## src/rtl/reorder_buffer.sv

```systemverilog
// Circular in-order commit buffer: allocates entries at issue, captures CDB results,
// retires ready head entries into register_file and raises a one-cycle flush on mispredict.
module reorder_buffer #(
    parameter int ROB_SIZE_WIDTH = 3,
    parameter int XLEN           = 32,
    parameter int REG_CNT_WIDTH  = 5,
    parameter int INST_OP_WIDTH  = 6
) (
    input  logic                      clk,
    input  logic                      rst,
    input  logic                      rdy,
    input  logic                      stall,
    input  logic                      dec_ready,
    input  logic [INST_OP_WIDTH-1:0]  dec_op,
    input  logic [REG_CNT_WIDTH-1:0]  dec_rd,
    input  logic                      cdb_enable,
    input  logic [ROB_SIZE_WIDTH-1:0] cdb_id,
    input  logic [XLEN-1:0]           cdb_val,
    input  logic                      cdb_mispredict,
    input  logic [XLEN-1:0]           cdb_pc,
    input  logic [ROB_SIZE_WIDTH-1:0] qry1_id,
    input  logic [ROB_SIZE_WIDTH-1:0] qry2_id,
    output logic                      qry1_ready,
    output logic [XLEN-1:0]           qry1_val,
    output logic                      qry2_ready,
    output logic [XLEN-1:0]           qry2_val,
    output logic                      rob_full,
    output logic [ROB_SIZE_WIDTH-1:0] rob_head_id,
    output logic [ROB_SIZE_WIDTH-1:0] rob_tail_id,
    output logic                      rob_rf_enable,
    output logic [REG_CNT_WIDTH-1:0]  rob_rf_rd,
    output logic [XLEN-1:0]           rob_rf_val,
    output logic                      rob_store_commit,
    output logic                      rob_flush,
    output logic [XLEN-1:0]           rob_flush_pc
);
    localparam int ROB_SIZE = 1 << ROB_SIZE_WIDTH;
    localparam int CW       = ROB_SIZE_WIDTH + 1;

    localparam logic [INST_OP_WIDTH-1:0] OP_BEQ  = INST_OP_WIDTH'(5);
    localparam logic [INST_OP_WIDTH-1:0] OP_BGEU = INST_OP_WIDTH'(10);
    localparam logic [INST_OP_WIDTH-1:0] OP_SB   = INST_OP_WIDTH'(16);
    localparam logic [INST_OP_WIDTH-1:0] OP_SW   = INST_OP_WIDTH'(18);

    logic [ROB_SIZE-1:0]      busy, ready, mis;
    logic [INST_OP_WIDTH-1:0] op_q  [ROB_SIZE];
    logic [REG_CNT_WIDTH-1:0] rd_q  [ROB_SIZE];
    logic [XLEN-1:0]          val_q [ROB_SIZE];
    logic [XLEN-1:0]          pc_q  [ROB_SIZE];
    logic [ROB_SIZE_WIDTH-1:0] head, tail;
    logic [CW-1:0]            count;
    logic                     flush_pending;
    logic [XLEN-1:0]          pending_pc;

    logic blocked, do_issue, do_commit, cdb_hit;
    logic head_store, head_branch, head_writes;

    always_comb begin
        rob_full    = count >= CW'(ROB_SIZE - 1);
        blocked     = flush_pending | rob_flush;
        do_issue    = dec_ready & ~stall & ~rob_full & ~blocked;
        // commit sees only the registered ready bit; the CDB is not bypassed here
        do_commit   = busy[head] & ready[head] & ~blocked;
        cdb_hit     = cdb_enable & busy[cdb_id] & ~rob_flush;
        head_store  = (op_q[head] >= OP_SB) && (op_q[head] <= OP_SW);
        head_branch = (op_q[head] >= OP_BEQ) && (op_q[head] <= OP_BGEU);
        head_writes = ~head_store & ~head_branch & (rd_q[head] != '0);

        qry1_ready  = ready[qry1_id] | (cdb_enable & (cdb_id == qry1_id));
        qry1_val    = ready[qry1_id] ? val_q[qry1_id] : cdb_val;
        qry2_ready  = ready[qry2_id] | (cdb_enable & (cdb_id == qry2_id));
        qry2_val    = ready[qry2_id] ? val_q[qry2_id] : cdb_val;
        rob_head_id = head;
        rob_tail_id = tail;
    end

    always_ff @(posedge clk or posedge rst) begin
        if (rst) begin
            busy <= '0; ready <= '0; mis <= '0;
            for (int unsigned i = 0; i < ROB_SIZE; i++) begin
                op_q[i] <= '0; rd_q[i] <= '0; val_q[i] <= '0; pc_q[i] <= '0;
            end
            head <= '0; tail <= '0; count <= '0;
            flush_pending <= 1'b0; pending_pc <= '0;
            rob_rf_enable <= 1'b0; rob_rf_rd <= '0; rob_rf_val <= '0;
            rob_store_commit <= 1'b0; rob_flush <= 1'b0; rob_flush_pc <= '0;
        end else if (rdy) begin
            if (flush_pending) begin
                busy <= '0; ready <= '0; mis <= '0;
                head <= '0; tail <= '0; count <= '0;
                flush_pending    <= 1'b0;
                rob_flush        <= 1'b1;
                rob_flush_pc     <= pending_pc;
                rob_rf_enable    <= 1'b0;
                rob_store_commit <= 1'b0;
            end else begin
                rob_flush <= 1'b0;
                if (cdb_hit) begin
                    ready[cdb_id] <= 1'b1;
                    val_q[cdb_id] <= cdb_val;
                    mis[cdb_id]   <= cdb_mispredict;
                    pc_q[cdb_id]  <= cdb_pc;
                end
                if (do_issue) begin
                    busy[tail]  <= 1'b1;
                    ready[tail] <= 1'b0;
                    mis[tail]   <= 1'b0;
                    op_q[tail]  <= dec_op;
                    rd_q[tail]  <= dec_rd;
                    tail        <= tail + ROB_SIZE_WIDTH'(1);
                end
                rob_rf_enable    <= do_commit & head_writes;
                rob_store_commit <= do_commit & head_store;
                if (do_commit) begin
                    busy[head] <= 1'b0;
                    head       <= head + ROB_SIZE_WIDTH'(1);
                    rob_rf_rd  <= rd_q[head];
                    rob_rf_val <= val_q[head];
                    if (mis[head]) begin
                        flush_pending <= 1'b1;
                        pending_pc    <= pc_q[head];
                    end
                end
                count <= count + CW'(do_issue) - CW'(do_commit);
            end
        end
    end
endmodule

```

## config.mk

```make
export PLATFORM = sky130hd
export DESIGN_NAME = reorder_buffer
export DESIGN_NICKNAME = d
export VERILOG_FILES = /design/src/rtl/reorder_buffer.sv
export SDC_FILE = /design/constraint.sdc
export NUM_CORES = 2
export LEC_CHECK = 0
export BUFFER_PORTS_ARGS = -buffer_cell sky130_fd_sc_hd__buf_2
export CORE_MARGIN = 2
export CORE_UTILIZATION = 60
export DETAILED_ROUTE_END_ITERATION = 6
export PLACE_DENSITY_LB_ADDON = 0.25
export SLEW_MARGIN = 10
export SYNTH_ARGS = -nofsm -noshare
export SYNTH_HDL_FRONTEND = slang
export SYNTH_SLANG_ARGS = --single-unit
```

## constraint.sdc

```tcl
create_clock -name clk -period 30.8 [get_ports clk]
set_input_delay 3.08 -clock clk [delete_from_list [all_inputs] [get_ports clk]]
set_output_delay 3.08 -clock clk [all_outputs]
set_load 0.005 [all_outputs]
```

==> impl_metrics.py <==
metrics = {
    "power": {
        "combPwrFrac_pct": 31.2,
        "share_seq_of_total_power_pct": 43.0,
        "pwr_density_cell_nw_per_um2": 93.4,
        "p_int_mw": 2.51,
        "p_total_mw": 3.76,
        "p_switching_mw": 1.26,
        "pwr-share-clk_pct": 25.8,
        "vdd_drop_max_mv": 0.0542,
        "p_sw_share_pct": 33.4,
        "leakage_nw": 18.1,
    },
    "sta": {
        "max_freq_ghz": 0.115,
        "setup_ws_ns": 22.11,
        "setup_viol": 0,
        "rsz0062_at_grt": "false",
        "fin_skew_ns": 0.0230,
        "slew_headroom_pct": 20.3,
        "fin_crit_sh_pct": 28.2,
        "tightest_slew_ns": 1.20,
        "hold_viol": 0,
        "finalMaxSlewViolations": 0,
        "period_minus_slack_ns": 8.69,
        "tns_ns": 0,
    },
    "clock_network": {
        "clk_pin_slew_worst_paths_ns": 0.06,
        "htree_num_levels": 3,
        "cts_tree": "built",
        "cts.sinks": 739,
        "cts_root_buf": "clkbuf_16",
        "postCtsHoldBufs": 0,
        "cts-resized-gates": 0,
        "clkLatencyLatePin_ns": 0.63,
        "cts_made_buffers": 78,
        "postCtsSetupRepairBufs": 0,
        "cts_buffer_depth": 3,
    },
    "yosys": {
        "synth_xor_area_share_pct": 0.217,
        "muxShareOfSynthArea_pct": 31.4,
        "synth_flop_cell": "dfrtp_1",
        "synth_top_area_share_pct": 50.9,
        "synth_fa_ha_area_share_pct": 0.296,
        "yosys.area_share.simple_pct": 3.12,
        "synth_common_cells": "dfrtp_1 (739), mux2_2 (630), mux4_2 (147)",
        "synth.most_common_cell": "dfrtp_1",
        "synth_area_leaders": "dfrtp_1 (51%), mux2_2 (20%), mux4_2 (9.1%), a22o_1 (3.3%), a221oi_1 (3.2%)",
        "seq_area_frac_synth_pct": 50.9,
        "syn_area_per_cell_um2": 13.8,
        "synth_top_family_by_area": "multiplexers",
        "synth_warnings": 0,
        "netlist_instances": 2634,
        "synth_edf_count": 0,
        "syn-num-nets": 2733,
        "synth_area_um2": 36300,
        "synth-compound-area-share_pct": 10.1,
        "synth_seq_cells": 739,
        "synthArstFlopShare_pct": 100,
        "synth_cell_types": 57,
        "yosys.area.top_type": "dfrtp_1",
    },
    "global_route": {
        "grt_pass1_wl_mm": 154,
        "grt_max_degree": 199,
        "grt_pass1_vias": 25803,
        "antenna_found_initial": 12,
        "track_usage_pct": 32.1,
        "grt.overflow.total": 0,
    },
    "worst_setup_path": {
        "endpoint_kind": "output pin",
        "ff2ff_setup_slack_ns": 26.71,
        "crit_chain": "buf_4, buf_4, mux4_2, mux2i_1, o21ai_0, buf_2",
        "r2r_start": "rob_head_id[0]",
        "critPathMaxFanout": 51,
        "cp_data_arrival_time_ns": 5.61,
        "cp-startpoint": "qry2_id[0]",
        "critical_path_class": "input pin to output pin",
        "cpMaxStageDelayCell": "buf_4",
        "path_common_cell": "buf_4",
        "rr_worst_depth": 12,
        "r2r_end": "count[2]",
        "cp.required_ns": 27.72,
        "crit_path_start_kind": "input pin",
        "max_stage_delay_ns": 0.90,
    },
    "floorplanning": {
        "io_pins": 236,
        "start_util_pct": 60.4,
        "die_area_um2": 62500,
        "die_w_um": 250,
        "rows": 90,
        "dieHeight_um": 250,
        "core_um2": 60100,
    },
    "placement": {
        "place_congestion": 0.841,
        "io_buffers": 235,
        "dp_hpwl_mm": 56.0,
        "post-place-ws_ns": 22.10,
        "placed_area_um2": 37700,
    },
    "worst_hold_path": {
        "holdCritStartpoint": "pc_q[249]",
        "hold_path_class": "flip-flop to flip-flop",
        "whs_endpoint": "pc_q[249]",
        "holdPathStages": 1,
    },
    "route": {
        "dr.first_iter.drc_count": 2397,
        "vias_per_cell": 6.91,
        "finalWirelength_mm": 99.9,
        "drc": 0,
        "ant_nets": 0,
        "wl_per_cell_um": 27.7,
        "via_count": 24883,
        "dr.pass1.iters": 6,
    },
    "cells_and_area": {
        "final_util_pct": 67.1,
        "final_nets": 2854,
        "drive_gt1_share_pct": 43.4,
        "syn_to_final_growth_pct": 11.0,
        "final_area_um2": 40300,
    },
    "job": {
        "maxCapViolations": 0,
    },
    "outcome": {
        "status": "completed",
    },
}
[area by class of cell]
cell class | instances | area (um^2)
Fill cell | 4341 | 19800
Sequential cell | 739 | 18500
Multi-Input combinational cell | 1635 | 16500
Clock buffer | 110 | 2270
Timing Repair Buffer | 282 | 1560
Tap cell | 782 | 978
Clock inverter | 31 | 385
Inverter | 19 | 78.8
Antenna cell | 5 | 12.5
[stage by stage]
| step | hold slack (ns) | cells |
|---|---|---|
| global placement | 0.467 | 3457 |
| CTS | 0.491 | 3598 |
| floorplan | 0.451 | 2634 |
| global route | 0.513 | 3601 |
| detailed placement | 0.479 | 3457 |
| finish | 0.492 | 3603 |
[state kept, by name, indices dropped and copies added, names as in the netlist]
signal            cells
busy                  8
count                 4
flush_pending         1
mis                   8
op_q                 48
pc_q                256
pending_pc           32
rd_q                 40
ready                 8
rob_flush             1
rob_flush_pc         32
rob_head_id           3
rob_rf_enable         1
rob_rf_rd             5
rob_rf_val           32
rob_store_commit      1
rob_tail_id           3
val_q               256
[power by group through the flow]
stage          Clock (mW)  Combinational (mW)  Sequential, mW
2_1_floorplan           0               0.846            1.53
3_3_place_gp            0                1.13            1.58
3_5_place_dp            0                1.17            1.62
4_1_cts             0.982                1.17            1.61
5_1_grt              1.03                1.26            1.66
6_report            0.972                1.18            1.62
[critical path: cells and delay by family]
kind | cells | cell delay [ns]
mux | 2 | 0.94
buf+inv | 3 | 1.40
compound gates | 1 | 0.14
[worst max-delay path by stage]
stage                               to  depth (start not counted)  slack, ns
after global placement    qry1_val[19]                          6      22.12
final                     qry2_val[29]                          6      22.11
after CTS                 qry1_val[19]                          6      22.10
after floorplan                busy[0]                          1       6.98
after detailed placement  qry1_val[19]                          6      22.10
after global routing      qry2_val[29]                          6      21.89
[cells in the final DEF, fill, tap and decap left out, types with 5 or more instances in the layout]
| cell | Yosys | layout |
|---|---|---|
| dfrtp_1 | 739 | 738 |
| mux2_2 | 630 | 630 |
| buf_2 | 29 | 233 |
| mux4_2 | 147 | 147 |
| a22o_1 | 137 | 137 |
| a221oi_1 | 132 | 132 |
| nand2_1 | 96 | 96 |
| nor2_1 | 93 | 89 |
| mux2i_1 | 89 | 87 |
| o21ai_0 | 87 | 87 |
| clkbuf_16 | 0 | 79 |
| a31oi_1 | 69 | 69 |
| buf_4 | 53 | 47 |
| clkbuf_8 | 0 | 18 |
| a21oi_1 | 15 | 15 |
| inv_1 | 16 | 15 |
| a21o_1 | 15 | 15 |
| clkinv_2 | 0 | 15 |
| clkbuf_1 | 104 | 13 |
| mux2_1 | 11 | 11 |
| nor3_1 | 19 | 11 |
| nor2b_1 | 9 | 9 |
| nor2_4 | 0 | 9 |
| nor3_2 | 1 | 8 |
| o2bb2ai_1 | 8 | 8 |
| xnor2_1 | 7 | 7 |
| ha_1 | 7 | 7 |
| bufinv_16 | 0 | 6 |
| diode_2 | 0 | 5 |
| nand2b_1 | 5 | 5 |
| nand3_1 | 5 | 5 |
| a22oi_1 | 5 | 5 |
[metal layers]
layer | wire length (um) | track usage [%]
met1 | 39700 | 43.0
met2 | 48100 | 51.3
met3 | 8280 | 7.04
met4 | 3570 | 13.0
met5 | 172 | 0
[cell families after synthesis]
| group | count (synthesis) |
|---|---|
| buffers and inverters | 260 |
| xor gates and xnor gates | 9 |
| DFF | 739 |
| AOI/OAI and AO/OA | 487 |
| and+or+nand+nor | 254 |
| muxes | 877 |
| adders and majority gates | 8 |
Note: power is estimated with default switching activity, not from simulation.
